==> config.mk <==
export PLATFORM = sky130hd
export DESIGN_NAME = uart_tx_multiframe
export DESIGN_NICKNAME = d
export VERILOG_FILES = /design/src/rtl/uart_tx_pkg.sv /design/src/rtl/uart_tx_multiframe_baud_tick.sv /design/src/rtl/uart_tx_multiframe.sv
export SDC_FILE = /design/constraint.sdc
export NUM_CORES = 1
export LEC_CHECK = 0
export BUFFER_PORTS_ARGS = -buffer_cell sky130_fd_sc_hd__buf_2
export CORE_UTILIZATION = 50
export DETAILED_ROUTE_END_ITERATION = 16
export PLACE_DENSITY = 0.84
export SYNTH_ARGS = -nofsm -noshare
export SYNTH_HDL_FRONTEND = slang
export SYNTH_HIERARCHICAL = 1
export SYNTH_SLANG_ARGS = --single-unit
==> constraint.sdc <==
create_clock -name clk -period 2 [get_ports clk]
set_clock_uncertainty 0.05 [all_clocks]
set_input_delay 0.3 -clock clk [delete_from_list [all_inputs] [get_ports clk]]
set_output_delay 0.3 -clock clk [all_outputs]
set_load 0.05 [all_outputs]
==> src/rtl/uart_tx_pkg.sv <==
// Shared definitions for the multi-frame UART transmitter: FSM state
// encodings, byte width and frame-count helper.
package uart_tx_pkg;

   typedef enum logic [2:0] {
      ST_IDLE   = 3'd0,
      ST_START  = 3'd1,
      ST_DATA   = 3'd2,
      ST_PARITY = 3'd3,
      ST_STOP   = 3'd4
   } tx_state_e;

   localparam int unsigned BITS_PER_BYTE = 8;

   function automatic int unsigned num_frames(input int unsigned data_w);
      return data_w / BITS_PER_BYTE;
   endfunction

endpackage

==> src/rtl/uart_tx_multiframe_baud_tick.sv <==
// Bit-period divider: counts 0..CLKS_PER_BIT-1 and flags the last cycle of
// each bit. Synchronous clear holds the count at zero while idle.
module uart_baud_tick #(
   parameter int unsigned CLKS_PER_BIT = 434
) (
   input  logic clk,
   input  logic reset,
   input  logic clear,
   output logic bit_end
);

   localparam int unsigned CW = (CLKS_PER_BIT > 1) ? $clog2(CLKS_PER_BIT) : 1;
   localparam logic [CW-1:0] LAST_CNT = CW'(CLKS_PER_BIT - 1);

   logic [CW-1:0] baud_cnt;

   always_ff @(posedge clk or posedge reset) begin
      if (reset) begin
         baud_cnt <= '0;
      end else if (clear || baud_cnt == LAST_CNT) begin
         baud_cnt <= '0;
      end else begin
         baud_cnt <= baud_cnt + CW'(1);
      end
   end

   assign bit_end = (baud_cnt == LAST_CNT);

endmodule

==> src/rtl/uart_tx_multiframe.sv <==
// Parametrised UART transmitter sending a DATA_W-bit word as DATA_W/8
// back-to-back frames. Optional parity bit enabled by UART_TX_PARITY_EN.
module uart_tx_multiframe
   import uart_tx_pkg::*;
#(
   parameter int unsigned DATA_W       = 16,
   parameter int unsigned CLKS_PER_BIT = 434,
   parameter int unsigned STOP_BITS    = 1,
   parameter int unsigned PARITY_ODD   = 0
) (
   input  logic              clk,
   input  logic              reset,
   input  logic              start,
   input  logic [DATA_W-1:0] data,
   output logic              out,
   output logic              busy,
   output logic              done,
   output logic [2:0]        state_out
);

   localparam int unsigned NF = num_frames(DATA_W);
   localparam int unsigned FW = $clog2(NF) + 1;
   localparam logic [FW-1:0] LAST_FRAME = FW'(NF - 1);
   localparam logic [2:0]    LAST_STOP  = 3'(STOP_BITS - 1);

   if (DATA_W < 8 || (DATA_W % 8) != 0 || CLKS_PER_BIT < 2 ||
       STOP_BITS < 1 || STOP_BITS > 2 || PARITY_ODD > 1) begin : g_cfg_err
      $error("uart_tx_multiframe: illegal parameter combination");
   end

   tx_state_e         state_q, state_d;
   logic              out_q, out_d;
   logic              busy_q, busy_d;
   logic              done_q, done_d;
   logic [DATA_W-1:0] shreg_q, shreg_d;
   logic [2:0]        bit_idx_q, bit_idx_d;
   logic [FW-1:0]     frame_idx_q, frame_idx_d;
   logic              bit_end;
`ifdef UART_TX_PARITY_EN
   logic              par_q, par_d;
`endif

   uart_baud_tick #(
      .CLKS_PER_BIT(CLKS_PER_BIT)
   ) u_baud (
      .clk    (clk),
      .reset  (reset),
      .clear  (state_q == ST_IDLE),
      .bit_end(bit_end)
   );

   always_ff @(posedge clk or posedge reset) begin
      if (reset) begin
         state_q     <= ST_IDLE;
         out_q       <= 1'b1;
         busy_q      <= 1'b0;
         done_q      <= 1'b0;
         shreg_q     <= '0;
         bit_idx_q   <= '0;
         frame_idx_q <= '0;
`ifdef UART_TX_PARITY_EN
         par_q       <= 1'b0;
`endif
      end else begin
         state_q     <= state_d;
         out_q       <= out_d;
         busy_q      <= busy_d;
         done_q      <= done_d;
         shreg_q     <= shreg_d;
         bit_idx_q   <= bit_idx_d;
         frame_idx_q <= frame_idx_d;
`ifdef UART_TX_PARITY_EN
         par_q       <= par_d;
`endif
      end
   end

   always_comb begin
      state_d     = state_q;
      out_d       = out_q;
      busy_d      = busy_q;
      done_d      = 1'b0;
      shreg_d     = shreg_q;
      bit_idx_d   = bit_idx_q;
      frame_idx_d = frame_idx_q;
`ifdef UART_TX_PARITY_EN
      par_d       = par_q;
`endif
      case (state_q)
         ST_IDLE: begin
            if (start) begin
               shreg_d     = data;
               out_d       = 1'b0;
               busy_d      = 1'b1;
               state_d     = ST_START;
               bit_idx_d   = '0;
               frame_idx_d = '0;
            end
         end
         ST_START: begin
            if (bit_end) begin
               out_d     = shreg_q[0];
               state_d   = ST_DATA;
               bit_idx_d = '0;
`ifdef UART_TX_PARITY_EN
               par_d     = (^shreg_q[7:0]) ^ (PARITY_ODD != 0);
`endif
            end
         end
         // The shifter consumes one bit per data slot, so after bit 7 the
         // next frame's byte already sits in shreg_q[7:0].
         ST_DATA: begin
            if (bit_end) begin
               shreg_d = shreg_q >> 1;
               if (bit_idx_q == 3'd7) begin
                  bit_idx_d = '0;
`ifdef UART_TX_PARITY_EN
                  state_d   = ST_PARITY;
                  out_d     = par_q;
`else
                  state_d   = ST_STOP;
                  out_d     = 1'b1;
`endif
               end else begin
                  bit_idx_d = bit_idx_q + 3'd1;
                  out_d     = shreg_q[1];
               end
            end
         end
`ifdef UART_TX_PARITY_EN
         ST_PARITY: begin
            if (bit_end) begin
               state_d   = ST_STOP;
               out_d     = 1'b1;
               bit_idx_d = '0;
            end
         end
`endif
         ST_STOP: begin
            if (bit_end) begin
               if (bit_idx_q == LAST_STOP) begin
                  bit_idx_d = '0;
                  if (frame_idx_q != LAST_FRAME) begin
                     frame_idx_d = frame_idx_q + FW'(1);
                     state_d     = ST_START;
                     out_d       = 1'b0;
                  end else begin
                     state_d = ST_IDLE;
                     busy_d  = 1'b0;
                     done_d  = 1'b1;
                  end
               end else begin
                  bit_idx_d = bit_idx_q + 3'd1;
               end
            end
         end
         default: begin
            state_d = ST_IDLE;
            out_d   = 1'b1;
            busy_d  = 1'b0;
         end
      endcase
   end

   assign out       = out_q;
   assign busy      = busy_q;
   assign done      = done_q;
   assign state_out = state_q;

endmodule

==> impl_metrics.ini <==
[yosys]
synthCells = 199
syn_area_um2 = 1956
synth_simple_gate_area_share_pct = 19.00
synthesis.nets = 224
synth_fa_ha_area_share_pct = 3.839
synth_top_area_share_pct = 44.79
synth_top_family_by_area = simple AND/OR/NAND/NOR gates
synth-xor-area-share_pct = 1.791
synth_cell_types = 47
synth-seq-cells = 36
netlist_top_cells_area = dfrtp_1 (45%), mux2i_1 (7.7%), nand2_1 (5.6%)
synth_compound_area_share_pct = 16.06
ys_seq_area_share_pct = 46.13
async_flop_share_pct = 100.0
synth_mux_area_share_pct = 8.829
syn_avg_cell_area_um2 = 9.827
synthFlopType = dfrtp_1
yosys_warnings = 6
synth_top_area_cell = dfrtp_1
synth-edff-count = 0

[pwr]
p_total_mw = 1.307
ir_drop_mv = 0.4057
leakagePower_nw = 1.139
power.density_nw_per_um2 = 536.4

[place]
dp_hpwl_um = 2894
dp_slack_ps = 4.388
io_buffers = 24
gp_congestion = 0.8478
dpl_cell_area_um2 = 2272

[critical_path]
reg2regPathDepth = 9
arrival_ps = 2200
cp_top_family = simple AND/OR/NAND/NOR gates
r2r_slack_ps = -10
critPathLaunchType = register
max_stage_delay_ps = 480
critPathRequiredTime_ps = 2190
worst_path_max_delay_cell = or4b_1
crit_path_cell_trace = inv_1, ha_2, nand2_4, nor3_4, buf_4, or4b_1, o31a_1, o21ai_1, mux2_4
critPathKind = reg -> reg
end_kind = register
cp_num_buf_inv = 2
cp_num_cells = 9
crit_fanout = 8

[timing]
hold_viol = 0
clock.fmax_mhz = 496.5
min_period_ps = 2014
finalWorstSetupSlack_ps = -14.19
tns_ps = -14.19
drv_slew = 0
fin_crit_sh_pct = 100.7
worst_slew_pin_slew_ps = 475.1
fin_hold_ws_ps = 218.1
final-setup-viol-count = 1
relSlewSlack_pct = 68.29
rsz0062_at_grt = yes

[layout]
antenna-diode-count = 0
areaGrowthSynthToFinish_pct = 24.57
num-fill-cells = 298
final_nets = 270
design_area_um2 = 2436
drive_gt1_share_pct = 29.67

[flow_run]
max_cap_viol_count = 0

[clock_network]
path_clk_slew_ps = 80
clkSinkCount = 36
cts.htree.levels = 2
numCtsBuffers = 5
clk_path_buf_depth = 2
cts_root_buf = clkbuf_8
cts_tree = built
clock_latency_ps = 300

[route]
finalWirelength_um = 4073
drt-vias-per-instance = 5.473
drt_iter0_drc = 135
first_pass_iters = 4
vias = 1609
drc = 0
ant_nets = 0
avgRoutedWirePerCell_um = 13.85

[floorplanning]
die-height_um = 64.54
coreArea_um2 = 3716
num_rows = 22
initial_core_util_pct = 52.63
io_pins = 25
dieArea_um2 = 4165
die_w_um = 64.54

[global_route]
antenna_found_initial = 0
grt_max_degree = 33
grt.overflow.total = 0
grt_pass1_vias = 1512
grt_usage_pct = 21.53
grt_pass1_wl_um = 6727

[worst_hold_path]
hp-class = in -> reg
min_path_cells = 3

[run_status]
status = finished with violations
violations = negative setup slack
-- cell families (layout without fill, tap and decap cells) --
family                     count (synthesis)  in the layout
AOI/OAI and AO/OA                         47             47
DFF                                       36             36
muxes                                     17             17
xor gates and xnor gates                   4              4
and+or+nand+nor                           70             70
adders and majority gates                  6              6
buffers and inverters                     19             66
-- report_power, final --
part / total (mW) / leakage, nW / switching [mW] / internal [mW]
registers: 0.727 / 0.464 / 0 / 0.727
clock network: 0.531 / 0.0445 / 0.284 / 0.247
logic: 0.0486 / 0.631 / 0.0264 / 0.0221
-- cell type report --
type / count / area, µm² / area share, %
Clock buffer: 5 / 68.82 / 2.825
Clock inverter: 3 / 21.27 / 0.8731
Inverter: 11 / 41.29 / 1.695
Multi-Input combinational cell: 144 / 1035 / 42.48
Sequential cell: 36 / 902.1 / 37.03
Tap cell: 48 / 60.06 / 2.465
Timing Repair Buffer: 47 / 307.8 / 12.63
-- synthesized netlist by cell type (2+ instances only) --
| library cell | number |
|---|---|
| a211oi_2 | 2 |
| dfrtp_1 | 35 |
| a31oi_1 | 4 |
| nor2b_1 | 3 |
| xor2_1 | 2 |
| clkbuf_1 | 4 |
| mux2i_1 | 15 |
| xnor2_1 | 2 |
| nor3_1 | 3 |
| ha_1 | 6 |
| or3_1 | 2 |
| a21o_1 | 2 |
| a21oi_1 | 6 |
| nand3_1 | 4 |
| nor2_1 | 12 |
| a211oi_1 | 2 |
| mux2_2 | 2 |
| o21ai_0 | 21 |
| inv_1 | 11 |
| or3b_1 | 2 |
| nand2b_1 | 3 |
| nand4_1 | 2 |
| nand2_1 | 29 |
| buf_2 | 2 |
-- layout by cell type, fill, tap and decap left out, types with 2 or more instances in the layout --
cell type  instances
a21o_1             2
nor2b_1            3
xor2_1             2
nand4_1            2
nor2_1            12
nand2b_1           3
buf_2             24
dfrtp_1           35
clkbuf_8           5
inv_1             11
or3_1              2
a31oi_1            4
o21ai_1            2
nand3_1            4
xnor2_1            2
nor3_1             2
mux2i_1           15
buf_4             21
mux2_4             2
nor3_4             2
o21ai_0           19
a21oi_1            5
ha_1               5
nand2_1           27
a211oi_1           2
-- worst reg2reg max path, stage by stage (launching register included) --
cell and delay [ps]:
dfrtp_1 360, inv_1 50, ha_2 200, nand2_4 70, nor3_4 40, buf_4 160
or4b_1 480, o31a_1 130, o21ai_1 100, mux2_4 310
-- stage by stage --
stage	util [%]	cells
finish	65.56	294
global route	65.56	294
CTS	64.01	292
detailed placement	61.14	283
global placement	61.14	283
floorplan	-	199
-- per-layer routing --
metal | GRT usage, % | part of all wire [%]
met3 | 5.986 | 3.3
met5 | 0 | 0
met2 | 34.61 | 48
met4 | 8.333 | 1.5
met1 | 27.46 | 47
-- timing repair --
action / 4_1_cts / 5_1_grt
setup endpoints to repair: 2 / 6
pin swaps: 2 / 2
hold buffers: 1 / 0
resized for setup: 1 / 10
buffers inserted: 0 / 2
hold endpoints to repair: 19 / 0
-- sequential cells by signal, summed over array words and instances (netlist names) --
register / flops
bit_idx_q: 3
busy: 1
done: 1
frame_idx_q: 2
out: 1
shreg_q: 16
state_out: 3
u_baud/baud_cnt: 9
-- worst paths after layout --
| check | start | to |
|---|---|---|
| max | u_baud/baud_cnt[1] | out |
| min | data[15] | shreg_q[15] |
| max reg2reg | u_baud/baud_cnt[1] | out |
| min reg2reg | shreg_q[2] | shreg_q[2] |
| max in group asynchronous | reset | shreg_q[4] |
| min in group asynchronous | reset | u_baud/baud_cnt[0] |
No activity file was read; power rests on OpenSTA's default activity.
